<file path="src/rtl/vga_timing_gen_if.sv">
// Raster-scan outputs of the VGA timing generator: pixel coordinates, blanking, syncs and
// the per-pixel / per-line / per-frame strobes.
interface vga_timing_gen_if;
    logic        pixel_en;
    logic [9:0]  DrawX;
    logic [9:0]  DrawY;
    logic        blank;
    logic        hs;
    logic        vs;
    logic        line_start;
    logic        frame_start;
    logic [15:0] frame_count;

    modport master (
        output pixel_en, DrawX, DrawY, blank, hs, vs,
               line_start, frame_start, frame_count
    );

    modport slave (
        input  pixel_en, DrawX, DrawY, blank, hs, vs,
               line_start, frame_start, frame_count
    );
endinterface

</file>
<file path="src/rtl/vga_timing_gen.sv">
// VGA raster timing: divides the system clock down to the pixel rate, scans hc/vc across the
// frame and emits blanking, pipelined syncs and line/frame strobes for the color mapper.
module vga_timing_gen #(
    parameter int unsigned CLK_DIV   = 2,
    parameter int unsigned H_VISIBLE = 640,
    parameter int unsigned H_FRONT   = 16,
    parameter int unsigned H_SYNC    = 96,
    parameter int unsigned H_BACK    = 48,
    parameter int unsigned V_VISIBLE = 480,
    parameter int unsigned V_FRONT   = 10,
    parameter int unsigned V_SYNC    = 2,
    parameter int unsigned V_BACK    = 33,
    parameter bit          SYNC_POL  = 1'b0,
    parameter int unsigned PIPE_DLY  = 1
) (
    input  logic             clk,
    input  logic             reset_n,
    vga_timing_gen_if.master vga
);

    localparam int unsigned CNT_W    = 10;
    localparam int unsigned FC_W     = 16;
    localparam int unsigned DIV_W    = (CLK_DIV > 1) ? $clog2(CLK_DIV) : 1;
    localparam int unsigned H_TOTAL  = H_VISIBLE + H_FRONT + H_SYNC + H_BACK;
    localparam int unsigned V_TOTAL  = V_VISIBLE + V_FRONT + V_SYNC + V_BACK;
    localparam int unsigned HS_START = H_VISIBLE + H_FRONT;
    localparam int unsigned HS_END   = HS_START + H_SYNC - 1;
    localparam int unsigned VS_START = V_VISIBLE + V_FRONT;
    localparam int unsigned VS_END   = VS_START + V_SYNC - 1;

    logic [DIV_W-1:0] div_cnt;
    logic [CNT_W-1:0] hc;
    logic [CNT_W-1:0] vc;
    logic [FC_W-1:0]  frame_count;
    logic             line_start;
    logic             frame_start;

    logic pixel_en_c;
    logic h_last_c;
    logic v_last_c;
    logic hs_raw_c;
    logic vs_raw_c;
    logic hs_c;
    logic vs_c;

    assign pixel_en_c = (div_cnt == DIV_W'(CLK_DIV - 1));
    assign h_last_c   = (hc == CNT_W'(H_TOTAL - 1));
    assign v_last_c   = (vc == CNT_W'(V_TOTAL - 1));

    // Raw syncs decode straight from the counters; vc only moves at hc wrap so vs_raw follows suit.
    assign hs_raw_c = ((hc >= CNT_W'(HS_START)) && (hc <= CNT_W'(HS_END))) ? SYNC_POL : ~SYNC_POL;
    assign vs_raw_c = ((vc >= CNT_W'(VS_START)) && (vc <= CNT_W'(VS_END))) ? SYNC_POL : ~SYNC_POL;

    always_ff @(posedge clk) begin
        if (!reset_n) begin
            div_cnt     <= '0;
            hc          <= '0;
            vc          <= '0;
            frame_count <= '0;
            line_start  <= 1'b0;
            frame_start <= 1'b0;
        end else begin
            div_cnt     <= pixel_en_c ? '0 : div_cnt + DIV_W'(1);
            line_start  <= pixel_en_c && h_last_c;
            frame_start <= pixel_en_c && h_last_c && v_last_c;
            if (pixel_en_c) begin
                if (h_last_c) begin
                    hc <= '0;
                    if (v_last_c) begin
                        vc          <= '0;
                        frame_count <= frame_count + FC_W'(1);
                    end else begin
                        vc <= vc + CNT_W'(1);
                    end
                end else begin
                    hc <= hc + CNT_W'(1);
                end
            end
        end
    end

    // Sync delay line matches the color mapper's registered RGB; reset flushes it to idle.
    if (PIPE_DLY == 0) begin : g_no_dly
        assign hs_c = hs_raw_c;
        assign vs_c = vs_raw_c;
    end else begin : g_dly
        logic [PIPE_DLY-1:0] hs_pipe;
        logic [PIPE_DLY-1:0] vs_pipe;

        always_ff @(posedge clk) begin
            if (!reset_n) begin
                hs_pipe <= {PIPE_DLY{~SYNC_POL}};
                vs_pipe <= {PIPE_DLY{~SYNC_POL}};
            end else begin
                hs_pipe[0] <= hs_raw_c;
                vs_pipe[0] <= vs_raw_c;
                for (int i = 1; i < int'(PIPE_DLY); i++) begin
                    hs_pipe[i] <= hs_pipe[i-1];
                    vs_pipe[i] <= vs_pipe[i-1];
                end
            end
        end

        assign hs_c = hs_pipe[PIPE_DLY-1];
        assign vs_c = vs_pipe[PIPE_DLY-1];
    end

    assign vga.pixel_en    = pixel_en_c;
    assign vga.DrawX       = hc;
    assign vga.DrawY       = vc;
    assign vga.blank       = (hc < CNT_W'(H_VISIBLE)) && (vc < CNT_W'(V_VISIBLE));
    assign vga.hs          = hs_c;
    assign vga.vs          = vs_c;
    assign vga.line_start  = line_start;
    assign vga.frame_start = frame_start;
    assign vga.frame_count = frame_count;

endmodule

</file>
<file path="src/flat_wrapper.sv">
// flat-port wrapper written by rule: the top's interface ports become plain ports
module vga_timing_gen_flat 
#(
    parameter int unsigned CLK_DIV   = 2,
    parameter int unsigned H_VISIBLE = 640,
    parameter int unsigned H_FRONT   = 16,
    parameter int unsigned H_SYNC    = 96,
    parameter int unsigned H_BACK    = 48,
    parameter int unsigned V_VISIBLE = 480,
    parameter int unsigned V_FRONT   = 10,
    parameter int unsigned V_SYNC    = 2,
    parameter int unsigned V_BACK    = 33,
    parameter bit          SYNC_POL  = 1'b0,
    parameter int unsigned PIPE_DLY  = 1
)
  (clk, reset_n, vga_pixel_en, vga_DrawX, vga_DrawY, vga_blank, vga_hs, vga_vs, vga_line_start, vga_frame_start, vga_frame_count);
  vga_timing_gen_if vga_i ();
  input  logic clk;
  input  logic reset_n;
  output wire logic [$bits(vga_i.pixel_en)-1:0] vga_pixel_en;
  output wire logic [$bits(vga_i.DrawX)-1:0] vga_DrawX;
  output wire logic [$bits(vga_i.DrawY)-1:0] vga_DrawY;
  output wire logic [$bits(vga_i.blank)-1:0] vga_blank;
  output wire logic [$bits(vga_i.hs)-1:0] vga_hs;
  output wire logic [$bits(vga_i.vs)-1:0] vga_vs;
  output wire logic [$bits(vga_i.line_start)-1:0] vga_line_start;
  output wire logic [$bits(vga_i.frame_start)-1:0] vga_frame_start;
  output wire logic [$bits(vga_i.frame_count)-1:0] vga_frame_count;
  assign vga_pixel_en = vga_i.pixel_en;
  assign vga_DrawX = vga_i.DrawX;
  assign vga_DrawY = vga_i.DrawY;
  assign vga_blank = vga_i.blank;
  assign vga_hs = vga_i.hs;
  assign vga_vs = vga_i.vs;
  assign vga_line_start = vga_i.line_start;
  assign vga_frame_start = vga_i.frame_start;
  assign vga_frame_count = vga_i.frame_count;
  vga_timing_gen #(.CLK_DIV(CLK_DIV), .H_VISIBLE(H_VISIBLE), .H_FRONT(H_FRONT), .H_SYNC(H_SYNC), .H_BACK(H_BACK), .V_VISIBLE(V_VISIBLE), .V_FRONT(V_FRONT), .V_SYNC(V_SYNC), .V_BACK(V_BACK), .SYNC_POL(SYNC_POL), .PIPE_DLY(PIPE_DLY)) u_core (.clk(clk), .reset_n(reset_n), .vga(vga_i));
endmodule
</file>
<file path="config.mk">
export PLATFORM = sky130hd
export DESIGN_NAME = vga_timing_gen_flat
export DESIGN_NICKNAME = d
export VERILOG_FILES = /design/src/rtl/vga_timing_gen_if.sv /design/src/rtl/vga_timing_gen.sv /design/src/flat_wrapper.sv
export SDC_FILE = /design/constraint.sdc
export NUM_CORES = 1
export LEC_CHECK = 0
export CORE_MARGIN = 2
export CORE_UTILIZATION = 32
export CTS_BUF_LIST = sky130_fd_sc_hd__clkbuf_4 sky130_fd_sc_hd__clkbuf_8
export DETAILED_ROUTE_END_ITERATION = 6
export HOLD_SLACK_MARGIN = 0.03
export SLEW_MARGIN = 20
export SYNTH_ARGS = -nofsm -noshare
export SYNTH_HDL_FRONTEND = slang
export SYNTH_SLANG_ARGS = --single-unit
</file>
<file path="constraint.sdc">
create_clock -name clk -period 2.7 [get_ports clk]
set_clock_uncertainty 0.05 [all_clocks]
set_input_delay 0.54 -clock clk [delete_from_list [all_inputs] [get_ports clk]]
set_output_delay 0.54 -clock clk [all_outputs]
set_load 0.05 [all_outputs]
</file>
==> summary.txt <==
Timing
  • Final setup viols: 0
  • Slew HR: 64.8%
  • Unrepaired setup endpoints after global routing: false
  • Peak Freq: 0.390 GHz
  • Tcrit/Tclk final: 95.0%
  • Crit path time final: 2.56 ns
  • Setup_tns: 0 ns
  • Max-slew violations: 0
  • Worst-margin pin slew: 0.527 ns
  • Final hold vios: 0

Yosys
  • Commonest cells post-synth: dfxtp_1 (41), a21oi_1 (24), nor2_1 (19)
  • Avg Cell Area, Syn: 8.59 µm²
  • Cells after Synth: 230
  • EDFF count, synth: 0
  • Synth async-reset ratio: 0%
  • Yosys reg bits: 41
  • Yosys top cell area share: 41.5%
  • Synthesized cell area: 0.00198 mm²
  • Syn. warnings: 0
  • Seq/Total Area, Yosys: 41.5%
  • Yosys top cell by area: dfxtp_1
  • Most frequent cell after synthesis: dfxtp_1
  • Main synth FF type: dfxtp_1
  • Syn_nets: 238
  • Cell variety after synth: 32
  • Top cells by area, synth: dfxtp_1 (42%), or4_1 (6.5%), a21oi_1 (6.1%)

Detailed routing
  • Drt total wl: 4.81 mm
  • Routed wire length per instance: 13.6 µm
  • Routed Antenna Nets: 0
  • Via density: 5.26
  • TritonRoute pass-1 iters: 4
  • Vias post-DR: 1856
  • Iteration-0 DRC Markers: 74
  • Drc violations: 0

Placement
  • Routability cong.: 0.754
  • HPWL Detailed: 3.37 mm
  • I/O Buffers: 43
  • Dpl cells: 345

Global routing
  • Initial antenna violation count: 0
  • Met3 GRT Util: 3.70%
  • Total GRT Usage: 15.3%
  • GRT busiest layer: met2
  • Global route overflow: 0
  • Largest net degree at the start of global routing: 35
  • Vias in the first global route: 1719
  • GR met1 Demand/Resource: 20.5%
  • Grt met2 use: 24.0%
  • First-pass GRT wire length: 8.05 mm

Worst setup path
  • Critical Path Source Type: flop
  • CP Max Fanout: 8
  • R2r worst-path depth: 5
  • Critical path type: flop to output port
  • Reg2reg end: u_core.vga.DrawY[9]$_SDFFE_PN0P_
  • Worst EP required: 2.11 ns
  • Worst Path Arrival: 1.97 ns
  • Worst r2r src: u_core.vga.DrawX[1]$_SDFFE_PN0P_
  • R2R setup slack: 0.44 ns
  • Worst Setup End Kind: output port

Pwr
  • Maximum VDD drop: 0.293 mV
  • Power density over the cells: 469 mW/mm²
  • P_leak: 0.834 nW
  • Pwr Total: 1.24 mW

Floorplanning
  • Die Span Y: 82.6 µm
  • Die width: 82.6 µm
  • Row count: 28
  • Initial core utilization: 33.2%
  • Die ar.: 0.00682 mm²
  • CORE AREA: 0.00596 mm²
  • I/O pin count: 44

Finish
  • Non-filler cells, final: 353
  • # diodes: 0
  • Nets: 285
  • Fill cell count: 610
  • Area Overhead vs Synth: 33.8%
  • Share of layout cells above drive strength 1: 7.91%

Worst hold path
  • HP Class: flop to flop
  • Hold EP: u_core.vga.frame_count[15]$_SDFFE_PN0P_
  • Hold Path Stages: 2
  • Worst Hold Launch: u_core.vga.frame_count[15]$_SDFFE_PN0P_

Clock network
  • Cts bufs inserted: 5
  • Worst-path clk slew: 0.08 ns
  • Skew-Pair Late Insertion Delay: 0.30 ns
  • Clock tree from TritonCTS: done
  • Htree depth: 2
  • Post-CTS setup buffer count: 0
  • CTS resizes: 0
  • # hold bufs at CTS: 0
  • CTS Buffer Depth: 2
  • Number of clock sinks: 41
  • Root buf cell: clkbuf_8

Flow run
  • Max-Cap Viols: 0

Outcome
  • Status: finished clean
-- layout by cell type (no fill, tap or decap), types with 6 or more instances in the layout --
| cell | instances |
|---|---|
| o31ai_1 | 15 |
| or4_1 | 17 |
| nor2_1 | 19 |
| inv_1 | 8 |
| clkdlybuf4s50_1 | 43 |
| buf_4 | 7 |
| dfxtp_1 | 41 |
| nand3_1 | 15 |
| a21oi_1 | 24 |
| xnor2_1 | 8 |
| ha_1 | 6 |
| o21ai_0 | 8 |
| nand4_1 | 11 |
| nand2_1 | 13 |
-- worst max-delay path by stage --
stage	to	from	slack, ns
final	vga_blank	u_core.vga.DrawX[7]$_SDFFE_PN0P_	0.14
after global routing	vga_blank	u_core.vga.DrawX[7]$_SDFFE_PN0P_	0.02
after CTS	vga_blank	u_core.vga.DrawX[7]$_SDFFE_PN0P_	0.13
after detailed placement	vga_blank	u_core.vga.DrawX[7]$_SDFFE_PN0P_	0.47
after global placement	vga_blank	u_core.vga.DrawX[7]$_SDFFE_PN0P_	0.50
after floorplan	u_core.vga.DrawY[9]$_SDFFE_PN0P_	u_core.vga.DrawX[0]$_SDFFE_PN0P_	0.18
-- routing by layer --
metal | wire [µm] | part of all wire [%] | vias to the layer above
met3 | 149 | 3.1 | 6
li1 | - | - | 957
met1 | 2400 | 50 | 868
met4 | 73 | 1.5 | 0
met2 | 2180 | 45 | 25
met5 | 0 | 0 | -
-- stage by stage --
| step | setup slack, ns | area, µm² | hold slack (ns) | util [%] |
|---|---|---|---|---|
| final | 0.135 | 2640 | 0.427 | 44.4 |
| after global routing | 0.0154 | 2640 | 0.451 | 44.4 |
| after CTS | 0.132 | 2640 | 0.432 | 44.4 |
| after detailed placement | 0.472 | 2510 | 0.422 | 42.1 |
| after global placement | 0.504 | 2510 | 0.418 | 42.1 |
| after floorplan | 0.182 | 1980 | 0.643 | - |
-- where the power goes --
group | leakage (nW) | switching, mW | internal [mW] | total, mW
registers | 0.331 | 0.00693 | 0.608 | 0.615
logic | 0.435 | 0.0293 | 0.0142 | 0.0435
clock network | 0.0681 | 0.214 | 0.367 | 0.581
-- critical path, stage by stage, from the launching register on --
cell             delay, ns
dfxtp_1               0.38
o21ai_0               0.31
nand2_1               0.10
nor2_1                0.09
clkdlybuf4s50_1       0.80
-- sequential cells by signal, summed over array words and instances, names as in the netlist --
name and count:
u_core.vga.pixel_en 1, u_core.vga.DrawX 10, u_core.vga.frame_count 16, u_core.vga.hs 1
u_core.vga.frame_start 1, u_core.vga.DrawY 10, u_core.vga.vs 1, u_core.vga.line_start 1
-- cell families (layout without fill, tap and decap cells) --
group / after synthesis / in the layout / share of synthesized area [%]
compound gates: 49 / 49 / 14.5
flops: 41 / 41 / 41.5
fa+ha+maj: 6 / 6 / 3.80
simple gates: 103 / 103 / 30.7
xor+xnor: 13 / 13 / 5.76
buf+inv: 18 / 66 / 3.67
-- cell type report --
| class | count | area, µm² | area share, % |
|---|---|---|---|
| tap | 75 | 93.8 | 3.55 |
| multi-input combinational | 171 | 1080 | 40.9 |
| clock buffer | 5 | 68.8 | 2.60 |
| timing repair buffer | 50 | 483 | 18.3 |
| inverter | 8 | 30.0 | 1.14 |
| sequential | 41 | 821 | 31.0 |
| clock inverter | 3 | 65.1 | 2.46 |
No activity file was read; power rests on OpenSTA's default activity.
